--- config.mk ---
export PLATFORM = sky130hd
export DESIGN_NAME = mem_read_arbiter
export DESIGN_NICKNAME = d
export VERILOG_FILES = /design/src/rtl/mem_read_arbiter.sv
export SDC_FILE = /design/constraint.sdc
export NUM_CORES = 1
export LEC_CHECK = 0
export CORE_MARGIN = 5
export CORE_UTILIZATION = 34
export CTS_CLUSTER_SIZE = 20
export DETAILED_ROUTE_END_ITERATION = 10
export GPL_TIMING_DRIVEN = 0
export PLACE_DENSITY = 0.77
export SYNTH_ARGS = -nofsm -noshare
export SYNTH_HDL_FRONTEND = slang
export SYNTH_SLANG_ARGS = --single-unit
--- constraint.sdc ---
create_clock -name clk -period 1.71 [get_ports clk]
set_input_delay 0.342 -clock clk [delete_from_list [all_inputs] [get_ports clk]]
set_output_delay 0.342 -clock clk [all_outputs]
set_load 0.005 [all_outputs]
--- src/rtl/mem_read_arbiter.sv ---
// mem_read_arbiter
// Shares one AXI read channel (AR/R) between the instruction-side and
// data-side miss paths. Only one read burst is outstanding at a time, so
// returned beats are steered by the latched grant and never reordered.
//
// Ports
//   clk, reset                 clock, synchronous active-high reset
//   inst_rd_req/addr/len       instruction-side read request (len = beats-1)
//   inst_rd_addr_ok            pulse when the instruction request is accepted
//   inst_ret_valid/last        returned beat strobe / final beat, inst side
//   data_rd_req/addr/len       data-side read request
//   data_rd_addr_ok            pulse when the data request is accepted
//   data_ret_valid/last        returned beat strobe / final beat, data side
//   ret_rdata                  beat data, shared, qualified by *_ret_valid
//   arid..arvalid, arready     AXI AR channel
//   rid, rdata, rlast, rvalid  AXI R channel inputs
//   rready                     AXI R ready
//   proto_err                  sticky: rid mismatch or rlast/beat-count disagreement
//
// state | meaning
// ------+------------------------------------------------------------
// IDLE  | no transaction; arbitrate and latch the winning request
// ADDR  | arvalid high from latched registers, waiting for arready
// DATA  | rready high, forwarding beats to the granted side until rlast

module mem_read_arbiter #(
   parameter logic [3:0] INST_ARID = 4'd0,
   parameter logic [3:0] DATA_ARID = 4'd1
) (
   input  logic        clk,
   input  logic        reset,

   input  logic        inst_rd_req,
   input  logic [31:0] inst_rd_addr,
   input  logic [3:0]  inst_rd_len,
   output logic        inst_rd_addr_ok,
   output logic        inst_ret_valid,
   output logic        inst_ret_last,

   input  logic        data_rd_req,
   input  logic [31:0] data_rd_addr,
   input  logic [3:0]  data_rd_len,
   output logic        data_rd_addr_ok,
   output logic        data_ret_valid,
   output logic        data_ret_last,

   output logic [31:0] ret_rdata,

   output logic [3:0]  arid,
   output logic [31:0] araddr,
   output logic [7:0]  arlen,
   output logic [2:0]  arsize,
   output logic [1:0]  arburst,
   output logic        arvalid,
   input  logic        arready,

   input  logic [3:0]  rid,
   input  logic [31:0] rdata,
   input  logic        rlast,
   input  logic        rvalid,
   output logic        rready,

   output logic        proto_err
);

   typedef enum logic [1:0] {IDLE, ADDR, DATA} state_t;

   localparam logic SIDE_INST = 1'b0;
   localparam logic SIDE_DATA = 1'b1;

   state_t      state_q, state_d;
   logic        grant_q, grant_d;
   logic        last_grant_q, last_grant_d;
   logic [31:0] addr_q, addr_d;
   logic [3:0]  len_q, len_d;
   logic [3:0]  id_q, id_d;
   logic [3:0]  beat_cnt_q, beat_cnt_d;
   logic        arvalid_q, arvalid_d;
   logic        rready_q, rready_d;
   logic        proto_err_q, proto_err_d;

   logic        pick;
   logic        ar_hs;
   logic        beat;

   assign ar_hs = (state_q == ADDR) && arvalid_q && arready;
   assign beat  = (state_q == DATA) && rvalid;

   always_comb begin
      state_d      = state_q;
      grant_d      = grant_q;
      last_grant_d = last_grant_q;
      addr_d       = addr_q;
      len_d        = len_q;
      id_d         = id_q;
      beat_cnt_d   = beat_cnt_q;
      arvalid_d    = arvalid_q;
      rready_d     = rready_q;
      proto_err_d  = proto_err_q;
      pick         = SIDE_INST;

      case (state_q)
         IDLE: begin
            if (inst_rd_req || data_rd_req) begin
               // On a tie the side that did not win last time goes first.
               if (inst_rd_req && data_rd_req) pick = ~last_grant_q;
               else                            pick = data_rd_req ? SIDE_DATA : SIDE_INST;
               grant_d      = pick;
               last_grant_d = pick;
               addr_d       = (pick == SIDE_DATA) ? data_rd_addr : inst_rd_addr;
               len_d        = (pick == SIDE_DATA) ? data_rd_len  : inst_rd_len;
               id_d         = (pick == SIDE_DATA) ? DATA_ARID    : INST_ARID;
               arvalid_d    = 1'b1;
               state_d      = ADDR;
            end
         end
         ADDR: begin
            if (ar_hs) begin
               arvalid_d  = 1'b0;
               rready_d   = 1'b1;
               beat_cnt_d = 4'd0;
               state_d    = DATA;
            end
         end
         DATA: begin
            if (beat) begin
               beat_cnt_d = beat_cnt_q + 4'd1;
               // beat_cnt_q is the index of the beat arriving now.
               if (rid != id_q)                    proto_err_d = 1'b1;
               if (rlast  && (beat_cnt_q != len_q)) proto_err_d = 1'b1;
               if (!rlast && (beat_cnt_q == len_q)) proto_err_d = 1'b1;
               if (rlast) begin
                  rready_d = 1'b0;
                  state_d  = IDLE;
               end
            end
         end
         default: begin
            state_d   = IDLE;
            arvalid_d = 1'b0;
            rready_d  = 1'b0;
         end
      endcase
   end

   always_ff @(posedge clk) begin
      if (reset) begin
         state_q      <= IDLE;
         grant_q      <= SIDE_INST;
         last_grant_q <= SIDE_DATA;
         addr_q       <= 32'd0;
         len_q        <= 4'd0;
         id_q         <= 4'd0;
         beat_cnt_q   <= 4'd0;
         arvalid_q    <= 1'b0;
         rready_q     <= 1'b0;
         proto_err_q  <= 1'b0;
      end else begin
         state_q      <= state_d;
         grant_q      <= grant_d;
         last_grant_q <= last_grant_d;
         addr_q       <= addr_d;
         len_q        <= len_d;
         id_q         <= id_d;
         beat_cnt_q   <= beat_cnt_d;
         arvalid_q    <= arvalid_d;
         rready_q     <= rready_d;
         proto_err_q  <= proto_err_d;
      end
   end

   assign arid    = id_q;
   assign araddr  = addr_q;
   assign arlen   = {4'b0, len_q};
   assign arsize  = 3'd2;
   assign arburst = 2'b01;
   assign arvalid = arvalid_q;
   assign rready  = rready_q;

   assign inst_rd_addr_ok = ar_hs && (grant_q == SIDE_INST);
   assign data_rd_addr_ok = ar_hs && (grant_q == SIDE_DATA);

   assign inst_ret_valid = beat && (grant_q == SIDE_INST);
   assign data_ret_valid = beat && (grant_q == SIDE_DATA);
   assign inst_ret_last  = inst_ret_valid && rlast;
   assign data_ret_last  = data_ret_valid && rlast;
   assign ret_rdata      = rdata;

   assign proto_err = proto_err_q;

endmodule

; Yosys cells after proc, flatten, opt, wreduce, memory -nomap -nowiden
; Cells that the tools add are included.
[word_totals]
reg_bits = 51
input_bits = 115
out_inout_bits = 90
[classes]
n_addsub = 1
n_eq_ne = 9
muxes = 25
bitwise = 4
reduce_logical = 23
[op_table]
columns = op, count
row1 = 2-to-1 mux 32 bit, 1
row2 = 2-to-1 mux 1 bit, 13
row3 = logical AND 1 bit, 12
row4 = 2-to-1 mux 4 bit, 3
row5 = AND reduction 3 bit, 3
row6 = 2-to-1 mux 2 bit, 4
row7 = != test 2 bit (second input constant), 4
row8 = != test 4 bit, 2
row9 = case mux 4 bit (2 select lines), 1
row10 = AND reduction 4 bit, 2
row11 = case mux 1 bit (3 select lines), 2
row12 = case mux 2 bit (3 select lines), 1
row13 = adder 4 x 1 -> 4 bit (second input constant), 1
row14 = == test 4 bit, 1
row15 = inverter 1 bit, 4
row16 = nonzero test 3 bit, 1
row17 = == test 2 x 1 -> 1 bit (second input constant), 1
row18 = == test 2 bit (second input constant), 1
row19 = zero test 2 bit, 1
row20 = AND reduction 2 bit, 1
row21 = nonzero test 2 bit, 1
row22 = zero test 1 bit, 1
row23 = logical OR 1 bit, 1

; Longest topological paths before layout
[depth]
depth_word = 5
mapped_depth = 6
depth_no_buf = 4

; Worst setup path before layout
; No wires, ideal clock.
[synth_timing]
path_kind = register to output
from = register state_q[1]
to = output port inst_rd_addr_ok
t_arrival_ns = 1.046
t_required_ns = 1.368
path_slack_ns = 0.322
path_stages_with_launch = 5
path_buffers = 2
cell_sequence = dfxtp_1 buf_2 and4b_1 clkbuf_1 nor2b_1
[synth_between]
elab_chain_len = 4
[synth_lines]
columns = element, line_no
row1 = start: declaration, 71  ; state_t state_q, state_d;
row2 = start signal: assignment, 159  ; state_q <= state_d;
row3 = == test 2 x 1 -> 1 bit, 86  ; assign ar_hs = (state_q == ADDR) && arvalid_q && arready;
row4 = logical AND 1 bit (2 in a row), 86
row5 = logical AND 1 bit, 180  ; assign inst_rd_addr_ok = ar_hs && (grant_q == SIDE_INST);
row6 = end: declaration, 36  ; output logic inst_rd_addr_ok,
; No other way between the ends.

; Worst setup path in the final report
; Same ends and word-level chain as after synthesis.

==> key figures <==
Final layout
  • Diode count: 0
  • Area grow syn2layout: 78.16%
  • Most frequent cells in the layout: 151 x clkdlybuf4s50_1, 66 x buf_4, 46 x nor2_1
  • Layout net count: 590
  • Commonest non-fill, non-tap cell in the layout: clkdlybuf4s50_1
  • Share of layout cells above drive strength 1: 30.53%
  • Post-layout util: 62.34%

Power and ir drop
  • Peak supply drop: 0.3003 mV
  • Final Power: 3.130 mW
  • Leakage: 1.977 nW
  • Pwr Density: 649.8 mW/mm²

Setup path
  • R2r setup slk: 0.11 ns
  • Reg2reg end: beat_cnt_q[0]$_SDFFE_PP0P_
  • Crit end category: output pin
  • CP max FO: 3
  • Worst path slowest cell: dfxtp_2
  • WS Path Type: reg2out
  • Critical Path AT: 1.39 ns
  • Worst R2R Path Depth: 10
  • Cell Chain, Critical Path: buf_12 > and4b_2 > buf_6 > nor2b_1 > buf_2
  • Startpoint type of the worst setup path: flip-flop
  • Worst EP required: 1.37 ns
  • Crit. Startpoint: state_q[1]$_SDFFE_PP0P_
  • Crit path largest cell delay: 0.35 ns
  • Reg2reg start: state_q[0]$_SDFFE_PP0P_
  • CP endpoint: inst_rd_addr_ok

Placement
  • Gp weighted congestion: 0.7807
  • DP HPWL: 6.586 mm
  • # port buffers: 159

Timing
  • Fin crit period: 1.733 ns
  • Rel. slew slack: 53.39%
  • Slew Viols, Final: 0
  • Max Fclk: 577.0 MHz
  • Final setup margin: -0.02312 ns
  • Clock Skew: 0.006761 ns
  • Worst slew pin tran: 0.6991 ns
  • Final hold violations: 0
  • Setup TNS Final: -0.03987 ns
  • RSZ-0062 raised after global routing: true
  • Final Setup Violations: 3
  • Final worst path period share: 101.4%

Global route
  • Vias in the first global route: 2643
  • GRT Total Usage: 16.16%
  • Largest net degree at the start of global routing: 15
  • Initial antenna violation count: 0
  • Aggregate global routing overflow: 0
  • First-pass GRT wire length: 12.97 mm

Routing
  • Final routed DRC violation total: 0
  • Detailed Route Iter0 Violations: 68
  • Routed wire length: 8.547 mm
  • Routed len/inst: 14.81 µm
  • DRT Pass-1 Iters: 4
  • Via Count: 2612
  • Mean number of vias per cell: 4.527
  • Routed Antenna Nets: 0

Synthesis
  • Yosys reg bits: 47
  • Post-Synthesis Cells: 276
  • Post-synthesis cell type count: 37
  • Mean Syn Cell Area: 9.797 µm²
  • Synthesized cell area: 0.002704 mm²
  • Seq/Total Area, Yosys: 34.80%
  • Yosys warns: 0

Clock tree
  • Clock root cell: clkbuf_8
  • TritonCTS buffer count: 5
  • # clock sinks: 47
  • Skew-Pair Late Insertion Delay: 0.30 ns
  • H-tree levels: 2
  • CTS tree: yes
  • Clk buf depth: 2
  • Clock transition at path regs: 0.08 ns

Run status
  • Status: finished with violations
  • Failing checks: setup timing

Floorplan
  • Rows: 32
  • Placeable Area: 0.007727 mm²
  • Boundary Pins: 205
  • Initial Util: 34.99%
  • Die Area: 0.009836 mm²
  • Chip height: 99.18 µm
  • Die Wd: 99.18 µm

Min path
  • Worst Hold Class: in2reg

Flow run
  • Max Cap Viol: 0
## kinds of logic (layout without fill, tap and decap cells)
family	Yosys count	count (layout)	share of synthesized area, %
and+or+nand+nor	66	66	11.48
muxes	36	36	13.33
other	2	12	0.2778
AOI/OAI and AO/OA	49	49	19.53
DFF	47	47	34.80
xor gates and xnor gates	8	8	2.591
buffers and inverters	67	256	17.54
adders and majority gates	1	1	0.4627
## power breakdown
part	internal [mW]	switching, mW	total [mW]
sequential	1.20	0.0640	1.26
combinational	0.702	0.426	1.13
clock	0.368	0.371	0.739
## Yosys cell counts
library cell	n	area [µm²]
nand2_1	1	3.750
a21boi_2	1	11.26
nor2_1	48	180.2
and4b_1	1	10.01
a211oi_1	2	15.01
a22oi_1	2	15.01
a2bb2oi_1	1	8.760
buf_2	9	45.04
clkbuf_2	1	5.000
nor3_1	3	15.01
xnor2_1	2	17.52
buf_4	45	337.8
a211oi_2	34	425.4
and3b_1	1	8.760
buf_8	3	45.04
nor2b_1	1	6.260
xor2_1	6	52.55
o21ai_0	1	5.000
buf_6	1	11.26
ha_1	1	12.51
mux2i_1	36	360.4
a31oi_1	1	6.260
a311oi_1	1	8.760
inv_1	2	7.510
o22ai_1	2	12.51
dfxtp_1	47	940.9
and2_1	3	18.77
and3_1	1	6.260
nand3b_1	1	7.510
nand4_1	1	6.260
nor4_1	2	12.51
nor4_2	1	12.51
conb_1	2	7.510
nor3_4	1	16.27
or2_2	1	6.260
a21oi_1	4	20.02
clkbuf_1	6	22.52
## stage by stage
stage | setup slack (ns) | instances | area [µm²] | hold WS, ns
after floorplan | 0.3217 | 286 | 2741 | 0.4938
after global placement | -0.6046 | 547 | 4461 | 0.4867
after detailed placement | -0.6278 | 547 | 4461 | 0.4958
after CTS | -0.1560 | 575 | 4778 | 0.4773
after global routing | -0.06806 | 577 | 4817 | 0.4752
final | -0.02312 | 577 | 4817 | 0.4764
## worst max-delay path: cells and delay by family, from the launching register on
kind                   cells  cell delay (ns)
buffers and inverters      3             0.34
DFF                        1             0.35
and+or+nand+nor            2             0.41
## metal layers
metal	GRT usage [%]	share of wire (%)	up-vias
li1	-	-	1300
met1	17.35	38	1177
met2	29.75	50	130
met3	6.452	11	5
met4	3.466	0.69	0
met5	0	0	-
## how the worst min path moves through the flow
stage	start	endpoint	slack (ns)	cells past startpoint
after global placement	araddr[18]$_SDFFE_PP0P_	araddr[18]$_SDFFE_PP0P_	0.49	2
after floorplan	araddr[17]$_SDFFE_PP0P_	araddr[17]$_SDFFE_PP0P_	0.49	2
final	arready	arvalid$_SDFFE_PP0P_	0.48	4
after global routing	arready	arvalid$_SDFFE_PP0P_	0.48	4
after detailed placement	araddr[17]$_SDFFE_PP0P_	araddr[17]$_SDFFE_PP0P_	0.50	2
after CTS	reset	beat_cnt_q[0]$_SDFFE_PP0P_	0.48	2
## what timing repair did
item,in CTS,in global routing
setup buffers,22,9
cloned,0,0
resized for setup,36,15
setup endpoints to repair,39,14
hold buffers,0,0
pin swaps,4,4
## sequential cells by signal (all words and copies together), names as in the netlist
name and count:
araddr 32, beat_cnt_q 4, len_q 4, state_q 2, arvalid 1, grant_q 1, last_grant_q 1, proto_err 1
rready 1
## final cells by class
cell class / count / area [µm²]
plain buffers: 61 / 450.4
clock buffers: 7 / 96.34
clock inverters: 1 / 7.507
fillers: 632 / 2910
inverters: 2 / 7.507
multi-input cells: 172 / 1356
flip-flops and latches: 47 / 949.7
well taps: 102 / 127.6
repair buffers: 185 / 1822
No activity file was read; power rests on OpenSTA's default activity.
